===== src/rtl/conv2d_ctrl.sv =====
// rtl/conv2d_ctrl.sv - sequential single-MAC 2-D convolution controller
module conv2d_ctrl #(
    parameter int in_channels  = 1,
    parameter int out_channels = 1,
    parameter int kernel_rows  = 1,
    parameter int kernel_cols  = 1,
    parameter int stride_row   = 1,
    parameter int stride_col   = 1,
    parameter int pad_rows     = 0,
    parameter int pad_cols     = 0,
    parameter int rows         = 27,
    parameter int cols         = 27,
    parameter int data_size    = 8,
    localparam int out_rows = (rows + 2*pad_rows - kernel_rows)/stride_row + 1,
    localparam int out_cols = (cols + 2*pad_cols - kernel_cols)/stride_col + 1,
    localparam int n_taps   = in_channels*kernel_rows*kernel_cols,
    localparam int in_w     = (in_channels*rows*cols > 1) ? $clog2(in_channels*rows*cols) : 1,
    localparam int kern_w   = (out_channels*n_taps > 1) ? $clog2(out_channels*n_taps) : 1,
    localparam int bias_w   = (out_channels > 1) ? $clog2(out_channels) : 1,
    localparam int out_w    = (out_channels*out_rows*out_cols > 1) ?
                              $clog2(out_channels*out_rows*out_cols) : 1
) (
    input  logic                 clk,
    input  logic                 rst,
    input  logic                 start,
    output logic                 busy,
    output logic                 done,
    output logic [in_w-1:0]      in_addr,
    input  logic [data_size-1:0] in_data,
    output logic [kern_w-1:0]    kern_addr,
    input  logic [data_size-1:0] kern_data,
    output logic [bias_w-1:0]    bias_addr,
    input  logic [data_size-1:0] bias_data,
    output logic                 out_valid,
    input  logic                 out_ready,
    output logic [out_w-1:0]     out_addr,
    output logic [data_size-1:0] out_data
);

    localparam int ci_w  = (in_channels > 1) ? $clog2(in_channels) : 1;
    localparam int kr_w  = (kernel_rows > 1) ? $clog2(kernel_rows) : 1;
    localparam int kc_w  = (kernel_cols > 1) ? $clog2(kernel_cols) : 1;
    localparam int or_w  = (out_rows > 1) ? $clog2(out_rows) : 1;
    localparam int oc_w  = (out_cols > 1) ? $clog2(out_cols) : 1;
    localparam int acc_w = 2*data_size + $clog2(n_taps + 1);

    typedef enum logic [1:0] {IDLE, MAC, DRAIN, WRITE} state_t;

    state_t            state, state_n;
    logic [bias_w-1:0] co, co_n;
    logic [or_w-1:0]   orow, orow_n;
    logic [oc_w-1:0]   ocol, ocol_n;
    logic [ci_w-1:0]   ci, ci_n;
    logic [kr_w-1:0]   kr, kr_n;
    logic [kc_w-1:0]   kc, kc_n;
    logic              done_n;
    logic              tap_last, pix_last, cur_pad;
    logic [in_w-1:0]   in_addr_n;
    logic [kern_w-1:0] kern_addr_n;

    // Tap pipeline: stage-2 flags describe the tap whose data is arriving now
    logic                     d_valid, d_first, d_pad;
    logic signed [acc_w-1:0]  acc, acc_sum, tap_term, bias_term;
    logic signed [2*data_size-1:0] prod;

    function automatic logic tap_is_pad(input int orow_i, input int ocol_i,
                                        input int kr_i, input int kc_i);
        int r;
        int c;
        r = orow_i*stride_row + kr_i - pad_rows;
        c = ocol_i*stride_col + kc_i - pad_cols;
        return (r < 0) || (r >= rows) || (c < 0) || (c >= cols);
    endfunction

    function automatic int tap_in_addr(input int ci_i, input int orow_i, input int ocol_i,
                                       input int kr_i, input int kc_i);
        int r;
        int c;
        r = orow_i*stride_row + kr_i - pad_rows;
        c = ocol_i*stride_col + kc_i - pad_cols;
        if (tap_is_pad(orow_i, ocol_i, kr_i, kc_i)) return 0;
        return ci_i*rows*cols + r*cols + c;
    endfunction

    // Next state, loop counters and the addresses for the tap issued next cycle
    always_comb begin
        state_n  = state;
        co_n     = co;
        orow_n   = orow;
        ocol_n   = ocol;
        ci_n     = ci;
        kr_n     = kr;
        kc_n     = kc;
        done_n   = 1'b0;
        tap_last = (ci == ci_w'(in_channels-1)) && (kr == kr_w'(kernel_rows-1)) &&
                   (kc == kc_w'(kernel_cols-1));
        pix_last = (co == bias_w'(out_channels-1)) && (orow == or_w'(out_rows-1)) &&
                   (ocol == oc_w'(out_cols-1));
        case (state)
            IDLE: begin
                if (start) state_n = MAC;
            end
            MAC: begin
                if (tap_last) begin
                    state_n = DRAIN;
                    ci_n = '0;
                    kr_n = '0;
                    kc_n = '0;
                end else if (kc != kc_w'(kernel_cols-1)) begin
                    kc_n = kc + 1'b1;
                end else begin
                    kc_n = '0;
                    if (kr != kr_w'(kernel_rows-1)) begin
                        kr_n = kr + 1'b1;
                    end else begin
                        kr_n = '0;
                        ci_n = ci + 1'b1;
                    end
                end
            end
            DRAIN: state_n = WRITE;
            WRITE: begin
                if (out_ready) begin
                    if (pix_last) begin
                        state_n = IDLE;
                        done_n  = 1'b1;
                        co_n    = '0;
                        orow_n  = '0;
                        ocol_n  = '0;
                    end else begin
                        state_n = MAC;
                        if (ocol != oc_w'(out_cols-1)) begin
                            ocol_n = ocol + 1'b1;
                        end else begin
                            ocol_n = '0;
                            if (orow != or_w'(out_rows-1)) begin
                                orow_n = orow + 1'b1;
                            end else begin
                                orow_n = '0;
                                co_n   = co + 1'b1;
                            end
                        end
                    end
                end
            end
            default: state_n = IDLE;
        endcase
        in_addr_n   = in_w'(tap_in_addr(int'(ci_n), int'(orow_n), int'(ocol_n),
                                        int'(kr_n), int'(kc_n)));
        kern_addr_n = kern_w'(((int'(co_n)*in_channels + int'(ci_n))*kernel_rows +
                               int'(kr_n))*kernel_cols + int'(kc_n));
        cur_pad     = tap_is_pad(int'(orow), int'(ocol), int'(kr), int'(kc));
        out_addr    = out_w'(int'(co)*out_rows*out_cols + int'(orow)*out_cols + int'(ocol));
    end

    // State, counters, registered read addresses and the tap pipeline flags
    always_ff @(posedge clk) begin
        if (rst) begin
            state     <= IDLE;
            co        <= '0;
            orow      <= '0;
            ocol      <= '0;
            ci        <= '0;
            kr        <= '0;
            kc        <= '0;
            in_addr   <= '0;
            kern_addr <= '0;
            done      <= 1'b0;
            d_valid   <= 1'b0;
            d_first   <= 1'b0;
            d_pad     <= 1'b0;
        end else begin
            state     <= state_n;
            co        <= co_n;
            orow      <= orow_n;
            ocol      <= ocol_n;
            ci        <= ci_n;
            kr        <= kr_n;
            kc        <= kc_n;
            in_addr   <= in_addr_n;
            kern_addr <= kern_addr_n;
            done      <= done_n;
            d_valid   <= (state == MAC);
            d_first   <= (ci == '0) && (kr == '0) && (kc == '0);
            d_pad     <= cur_pad;
        end
    end

    // Sign-extended product and bias; a padded tap contributes nothing
    always_comb begin
        prod      = $signed(in_data) * $signed(kern_data);
        tap_term  = d_pad ? '0 : {{(acc_w-2*data_size){prod[2*data_size-1]}}, prod};
        bias_term = (state == DRAIN) ?
                    {{(acc_w-data_size){bias_data[data_size-1]}}, bias_data} : '0;
        acc_sum   = (d_first ? '0 : acc) + tap_term + bias_term;
    end

    // Accumulate while tap data is arriving; hold through WRITE
    always_ff @(posedge clk) begin
        if (rst) begin
            acc <= '0;
        end else if (d_valid) begin
            acc <= acc_sum;
        end
    end

    assign busy      = (state != IDLE);
    assign out_valid = (state == WRITE);
    assign bias_addr = co;
    assign out_data  = acc[data_size-1:0];

endmodule

===== config.mk =====
export PLATFORM = sky130hd
export DESIGN_NAME = conv2d_ctrl
export DESIGN_NICKNAME = d
export VERILOG_FILES = /design/src/rtl/conv2d_ctrl.sv
export SDC_FILE = /design/constraint.sdc
export NUM_CORES = 1
export LEC_CHECK = 0
export CAP_MARGIN = 20
export CORE_MARGIN = 1
export CORE_UTILIZATION = 60
export DETAILED_ROUTE_END_ITERATION = 6
export PLACE_DENSITY = 0.83
export SYNTH_ARGS = -nofsm -noshare
export SYNTH_HDL_FRONTEND = slang
export SYNTH_SLANG_ARGS = --single-unit

===== constraint.sdc =====
create_clock -name clk -period 9.9 [get_ports clk]
set_clock_uncertainty 0.05 [all_clocks]
set_input_delay 2.97 -clock clk [delete_from_list [all_inputs] [get_ports clk]]
set_output_delay 2.97 -clock clk [all_outputs]
set_load 0.005 [all_outputs]

==> results of run 1 <==
==> cell usage after synthesis (2+ instances only) <==
| library cell | number | area [um^2] |
|---|---|---|
| a211oi_1 | 3 | 22.5 |
| a21o_1 | 9 | 67.6 |
| a21oi_1 | 32 | 160 |
| a31oi_1 | 3 | 18.8 |
| a41oi_1 | 2 | 17.5 |
| and2_1 | 35 | 219 |
| clkbuf_1 | 6 | 22.5 |
| dfxtp_1 | 39 | 781 |
| fa_1 | 56 | 1120 |
| ha_1 | 122 | 1530 |
| inv_1 | 137 | 514 |
| mux2i_1 | 7 | 70.1 |
| nand2_1 | 38 | 143 |
| nand2b_1 | 17 | 106 |
| nand3_1 | 5 | 25.0 |
| nor2_1 | 33 | 124 |
| nor2b_1 | 11 | 68.8 |
| nor3_1 | 11 | 55.1 |
| o21ai_0 | 13 | 65.1 |
| o21bai_1 | 3 | 22.5 |
| o22ai_1 | 2 | 12.5 |
| or2_2 | 5 | 31.3 |
| or3_1 | 3 | 18.8 |
| or4_1 | 2 | 15.0 |
| xnor2_1 | 45 | 394 |
| xnor3_1 | 2 | 45.0 |
| xor2_1 | 10 | 87.6 |
==> cells by family after synthesis <==
| group | after synthesis | synth area share [%] |
|---|---|---|
| muxes | 8 | 1.34 |
| adders and majority gates | 178 | 43.7 |
| DFF | 39 | 12.9 |
| buffers and inverters | 145 | 9.07 |
| xor gates and xnor gates | 57 | 8.70 |
| AOI/OAI and AO/OA | 83 | 8.90 |
| and+or+nand+nor | 173 | 15.4 |
==> cell type report <==
class / instances / area [um^2] / area share [%]
multi-input cells: 499 / 4730 / 68.5
repair buffers: 63 / 623 / 9.03
well taps: 133 / 166 / 2.41
clock inverters: 2 / 12.5 / 0.181
inverters: 137 / 514 / 7.46
clock buffers: 6 / 72.6 / 1.05
flip-flops and latches: 39 / 781 / 11.3
==> critical path, stage by stage <==
cell,delay (ns)
clkdlybuf4s50_1,0.51
nand2_1,0.20
or3_1,0.43
o21ai_0,0.24
ha_1,0.22
inv_1,0.07
a221oi_4,0.27
a21oi_1,0.11
o21ai_0,0.41
inv_1,0.14
fa_1,0.57
inv_1,0.05
ha_1,0.28
inv_1,0.06
fa_1,0.54
inv_1,0.06
fa_1,0.51
fa_1,0.52
ha_1,0.34
a21oi_1,0.21
nor2b_1,0.07
o21a_1,0.19
o41ai_1,0.34
xnor2_1,0.11
and2_1,0.17
==> stage by stage <==
step | instances | instance area [um^2]
after floorplan | 683 | 6060
after global placement | 871 | 6810
after detailed placement | 871 | 6810
after CTS | 879 | 6900
after global routing | 879 | 6900
final | 879 | 6900
==> sequential cells by signal, summed over array words and instances, names as in the netlist <==
register   count
acc            8
d_pad          1
bias_addr      1
in_addr       10
ocol           5
kern_addr      1
state          2
kr             1
done           1
d_valid        1
d_first        1
orow           5
kc             1
ci             1
==> final timing paths <==
kind	from	end	slack (ns)	cells after the start
worst max-delay path	out_ready	in_addr[9]$_SDFF_PP0_	0.46	25
worst max register to register	orow[0]$_SDFF_PP0_	in_addr[9]$_SDFF_PP0_	2.29	28
worst min register to register	acc[0]$_SDFFE_PP0P_	acc[0]$_SDFFE_PP0P_	0.49	2
worst min-delay path	acc[0]$_SDFFE_PP0P_	acc[0]$_SDFFE_PP0P_	0.49	2
==> power breakdown <==
part	total, uW	switching [uW]	internal, uW
sequential	190	18.4	172
combinational	336	172	164
clock	111	61.3	49.3
total	637	252	385
==> layer usage <==
layer / up-vias / global-route usage [%]
met1: 2245 / 33.3
li1: 2314 / -
met3: 25 / 2.94
met4: 0 / 6.81
met5: - / 0
met2: 109 / 45.3
==> run_results.csv, run 1 <==
group,metric,value,unit
clock_tree,cts.sinks,39,
clock_tree,clk_latency,0.30,ns
logic_synthesis,synthesis.nets,889,
die,start_util,62.0,%
power,peakVddDrop,0.116,mV
detailed_routing,ant_nets,0,
logic_synthesis,avgSynthCellArea,8.87,um^2
final_layout,final_nets,951,
clock_tree,cts_setup_buffers,0,
logic_synthesis,syn_inst,683,
detailed_routing,dr_wl_met2,6.41,mm
sta,final.min_clock_period,9.44,ns
die,die_h,102,um
sta,fin_crit_sh,95.4,%
sta,fmax,106,MHz
clock_tree,cts_tree,"built",
detailed_routing,via_per_inst,5.34,
die,die_w,102,um
final_layout,antenna_cells,0,
logic_synthesis,synthFlopType,"dfxtp_1",
clock_tree,path_clk_slew,0.08,ns
detailed_routing,drt_iter0_drc,245,
logic_synthesis,synth_edf_count,0,
clock_tree,root_buffer,"clkbuf_8",
die,core_area,9770,um^2
critical_path,critPathLaunchType,"primary input",
logic_synthesis,ys_warn_count,0,
sta,hold_violations,0,
critical_path,crit_type,"primary input to flip-flop",
placement,gp_congestion,0.870,
placement,dp_hpwl,10.7,mm
critical_path,worstPathArrival,9.59,ns
logic_synthesis,synth_area,6060,um^2
detailed_routing,wl_met1,5.48,mm
detailed_routing,wire_per_inst,14.4,um
detailed_routing,met3_length,504,um
logic_synthesis,async_flop_share,0,%
final_layout,drive_above_1_share,3.22,%
final_layout,final_cell_mix,"137 x inv_1, 122 x ha_1, 60 x clkdlybuf4s50_1, 56 x fa_1, 45 x xnor2_1",
sta,worst-slew-pin-transition,0.787,ns
logic_synthesis,synth_cell_type_count,59,
logic_synthesis,synth_seq_cells,39,
clock_tree,cts_hold_buf,0,
die,io-pin-count,61,
sta,final_max_slew_viol_count,0,
detailed_routing,drc,0,
power,power_leakage,0.00364,uW
sta,setup_viol,0,
global_route,grt_max_degree,33,
detailed_routing,drtPass1Iterations,4,
sta,slew_headroom,47.4,%
power,power_density,92.3,nW/um^2
detailed_routing,totalWireLength,12.6,mm
global_route,grt_pass1_vias,4764,
power,total_power,637,uW
global_route,overflow,0,
final_layout,final_common_cell,"inv_1",
placement,pre_cts_slack,0.187,ns
sta,rsz0062_at_grt,"false",
min_path,hold_class,"flip-flop to flip-flop",
final_layout,nFillCells,775,
critical_path,crit_path_max_fanout,9,
clock_tree,numCtsBuffers,5,
critical_path,end_kind,"flip-flop",
clock_tree,ctsResizeCount,0,
placement,io_buffers,60,
die,dieArea,10500,um^2
sta,worst_slack,0.460,ns
global_route,antenna_found_initial,0,
job,max-cap-violations,0,
sta,tns,0,ns
outcome,status,"completed",
clock_tree,htree_levels,2,
detailed_routing,routed-via-count,4693,
critical_path,required,10.05,ns
logic_synthesis,ys_seq_area_share,12.9,%
global_route,track_usage,25.7,%
clock_tree,cts_buffer_depth,2,
final_layout,final_util,70.6,%
global_route,grt_pass1_wl,21.4,mm
die,placement_rows,36,
sta,timing.hold.ws,0.495,ns
detailed_routing,top_layer,"met4",
final_layout,syn2layout_area_growth,13.9,%
(Power assumes the default switching activity.)
==> inputs of run 2 (changes only) <==
--- a/config.mk
+++ b/config.mk
@@ -7,8 +7,9 @@
 export LEC_CHECK = 0
 export CAP_MARGIN = 20
 export CORE_MARGIN = 1
-export CORE_UTILIZATION = 60
+export CORE_UTILIZATION = 67
 export DETAILED_ROUTE_END_ITERATION = 6
+export DONT_BUFFER_PORTS = 1
 export PLACE_DENSITY = 0.83
 export SYNTH_ARGS = -nofsm -noshare
 export SYNTH_HDL_FRONTEND = slang
==> run 2 against run 1 <==
Against the previous run: flip-flop and latch count is the same; register-to-register slack gained 0.09 ns; via count shrank 3.6%; first-iteration DRC count grew 22%; global-route usage grew 1.9 points; critical path depth shrank 1; design area shrank 9.2%; maximum frequency grew 7.5%; core utilization grew 1.2 points; worst setup slack gained 0.66 ns; non-clock buffer count shrank 63; critical endpoint unchanged.
==> run_results.csv, run 2 (synthesis gave the netlist of run 1 again) <==
group,metric,value,unit
outcome,status,"completed",
sta,final_max_slew_viol_count,0,
clock_tree,path_clk_slew,0.08,ns
global_route,grt_use_met3,3.60,%
global_route,grt_max_degree,33,
global_route,grt_util_met2,48.1,%
critical_path,path_common_cell,"inv_1",
sta,slew_headroom,45.8,%
detailed_routing,drtPass1Iterations,4,
clock_tree,cts_hold_buf,0,
clock_tree,numCtsBuffers,5,
clock_tree,htree_levels,2,
critical_path,crit_path_max_fanout,9,
die,core_area,8720,um^2
global_route,antenna_found_initial,0,
die,dieArea,9420,um^2
die,die_w,97.1,um
critical_path,worstPathArrival,8.92,ns
power,power_leakage,0.00341,uW
critical_path,end_kind,"flip-flop",
die,placement_rows,34,
clock_tree,cts_tree,"built",
placement,pre_cts_slack,0.818,ns
detailed_routing,drc,0,
critical_path,crit_path_end,"in_addr[9]$_SDFF_PP0_",
die,die_h,97.1,um
critical_path,cp_slowest_cell,"fa_1",
detailed_routing,via_per_inst,5.72,
final_layout,final_nets,888,
global_route,track_usage,27.6,%
sta,rsz0062_at_grt,"false",
clock_tree,cts_setup_buffers,0,
clock_tree,ctsResizeCount,0,
final_layout,final_common_cell,"inv_1",
final_layout,drive_above_1_share,3.22,%
critical_path,required,10.04,ns
critical_path,regToRegSetupSlack,2.38,ns
detailed_routing,routed-via-count,4522,
final_layout,largest_registers,"in_addr (10), acc (8)",
power,total_power,611,uW
critical_path,crit_type,"primary input to flip-flop",
final_layout,stdcell_area,6260,um^2
sta,setup_viol,0,
sta,worst_slack,1.12,ns
final_layout,largest_register_ffs,10,
sta,final.min_clock_period,8.78,ns
critical_path,r2r_cells,28,
clock_tree,cts.sinks,39,
critical_path,r2r_start,"orow[0]$_SDFF_PP0_",
global_route,grt_pass1_vias,4812,
sta,fin_crit_sh,88.7,%
power,power_density,97.6,nW/um^2
placement,dp_hpwl,10.2,mm
critical_path,critPathMaxStageDelay,0.55,ns
critical_path,crit_chain,"nand2_1 -> or3_1 -> o21ai_0 -> ha_1 -> inv_1 -> a221oi_4 -> a21oi_1 -> o21ai_0 -> inv_1 -> fa_1 -> inv_1 -> ha_1 -> inv_1 -> fa_1 -> inv_1 -> fa_1 -> fa_1 -> ha_1 -> a21oi_1 -> nor2b_1 -> o21a_1 -> o41ai_1 -> xnor2_1 -> and2_1",
clock_tree,clk_latency,0.29,ns
placement,placed_area,6160,um^2
global_route,grt_pass1_wl,21.3,mm
die,io-pin-count,61,
critical_path,critPathLaunchType,"primary input",
global_route,top_usage_layer,"met2",
min_path,hold_class,"flip-flop to flip-flop",
sta,fmax,114,MHz
final_layout,antenna_cells,0,
placement,io_buffers,0,
clock_tree,root_buffer,"clkbuf_8",
final_layout,final_cell_mix,"137 x inv_1, 122 x ha_1, 56 x fa_1, 45 x xnor2_1, 39 x dfxtp_1",
detailed_routing,ant_nets,0,
critical_path,r2r-end,"in_addr[9]$_SDFF_PP0_",
final_layout,final_util,71.8,%
sta,hold_violations,0,
job,max-cap-violations,0,
sta,worst-slew-pin-transition,0.811,ns
detailed_routing,wire_per_inst,15.4,um
placement,gp_congestion,0.893,
global_route,overflow,0,
final_layout,largest_register,"in_addr",
clock_tree,cts_buffer_depth,2,
power,peakVddDrop,0.124,mV
global_route,grtUsageMet1,34.5,%
final_layout,syn2layout_area_growth,3.37,%
detailed_routing,drt_iter0_drc,300,
die,start_util,69.5,%
detailed_routing,totalWireLength,12.2,mm
critical_path,critical_path.startpoint,"out_ready",
sta,tns,0,ns
[run 2: stage by stage]
| step | std cells | hold slack [ns] |
|---|---|---|
| 3_5_place_dp | 783 | 0.461 |
| 4_1_cts | 791 | 0.472 |
| 2_1_floorplan | 683 | 0.434 |
| 3_3_place_gp | 783 | 0.455 |
| 5_1_grt | 791 | 0.506 |
| 6_report | 791 | 0.478 |
[run 2: per-layer routing]
metal	part of all wire (%)	wire length (um)
met3	4.3	518
met5	0	0
met2	50	6040
met1	43	5180
met4	3.4	419
[run 2: layout make-up]
| cell class | count | area [um^2] |
|---|---|---|
| clock buffers | 7 | 96.3 |
| clock inverters | 1 | 7.51 |
| fillers | 663 | 2460 |
| inverters | 137 | 514 |
| multi-input cells | 499 | 4730 |
| flip-flops and latches | 39 | 781 |
| well taps | 108 | 135 |
[run 2: worst min path at each step]
stage | cells after the start | slack (ns) | start | end
after floorplan | 2 | 0.43 | acc[2]$_SDFFE_PP0P_ | acc[2]$_SDFFE_PP0P_
after global placement | 2 | 0.46 | acc[2]$_SDFFE_PP0P_ | acc[2]$_SDFFE_PP0P_
after detailed placement | 2 | 0.46 | acc[2]$_SDFFE_PP0P_ | acc[2]$_SDFFE_PP0P_
after CTS | 2 | 0.47 | acc[2]$_SDFFE_PP0P_ | acc[2]$_SDFFE_PP0P_
after global routing | 2 | 0.51 | acc[2]$_SDFFE_PP0P_ | acc[2]$_SDFFE_PP0P_
final | 2 | 0.48 | acc[2]$_SDFFE_PP0P_ | acc[2]$_SDFFE_PP0P_
[run 2: critical path: cells and delay by family]
family / cells / cell delay [ns]
AO/OA/AOI/OAI: 7 / 1.76
XOR/XNOR: 1 / 0.11
adder cells (fa/ha/maj): 7 / 2.89
buffers and inverters: 5 / 0.35
AND/OR/NAND/NOR: 4 / 0.81
[run 2: power breakdown]
| part | internal (uW) | total [uW] | switching [uW] |
|---|---|---|---|
| clock network | 63.4 | 122 | 58.4 |
| registers | 172 | 192 | 20.7 |
| logic | 134 | 297 | 163 |
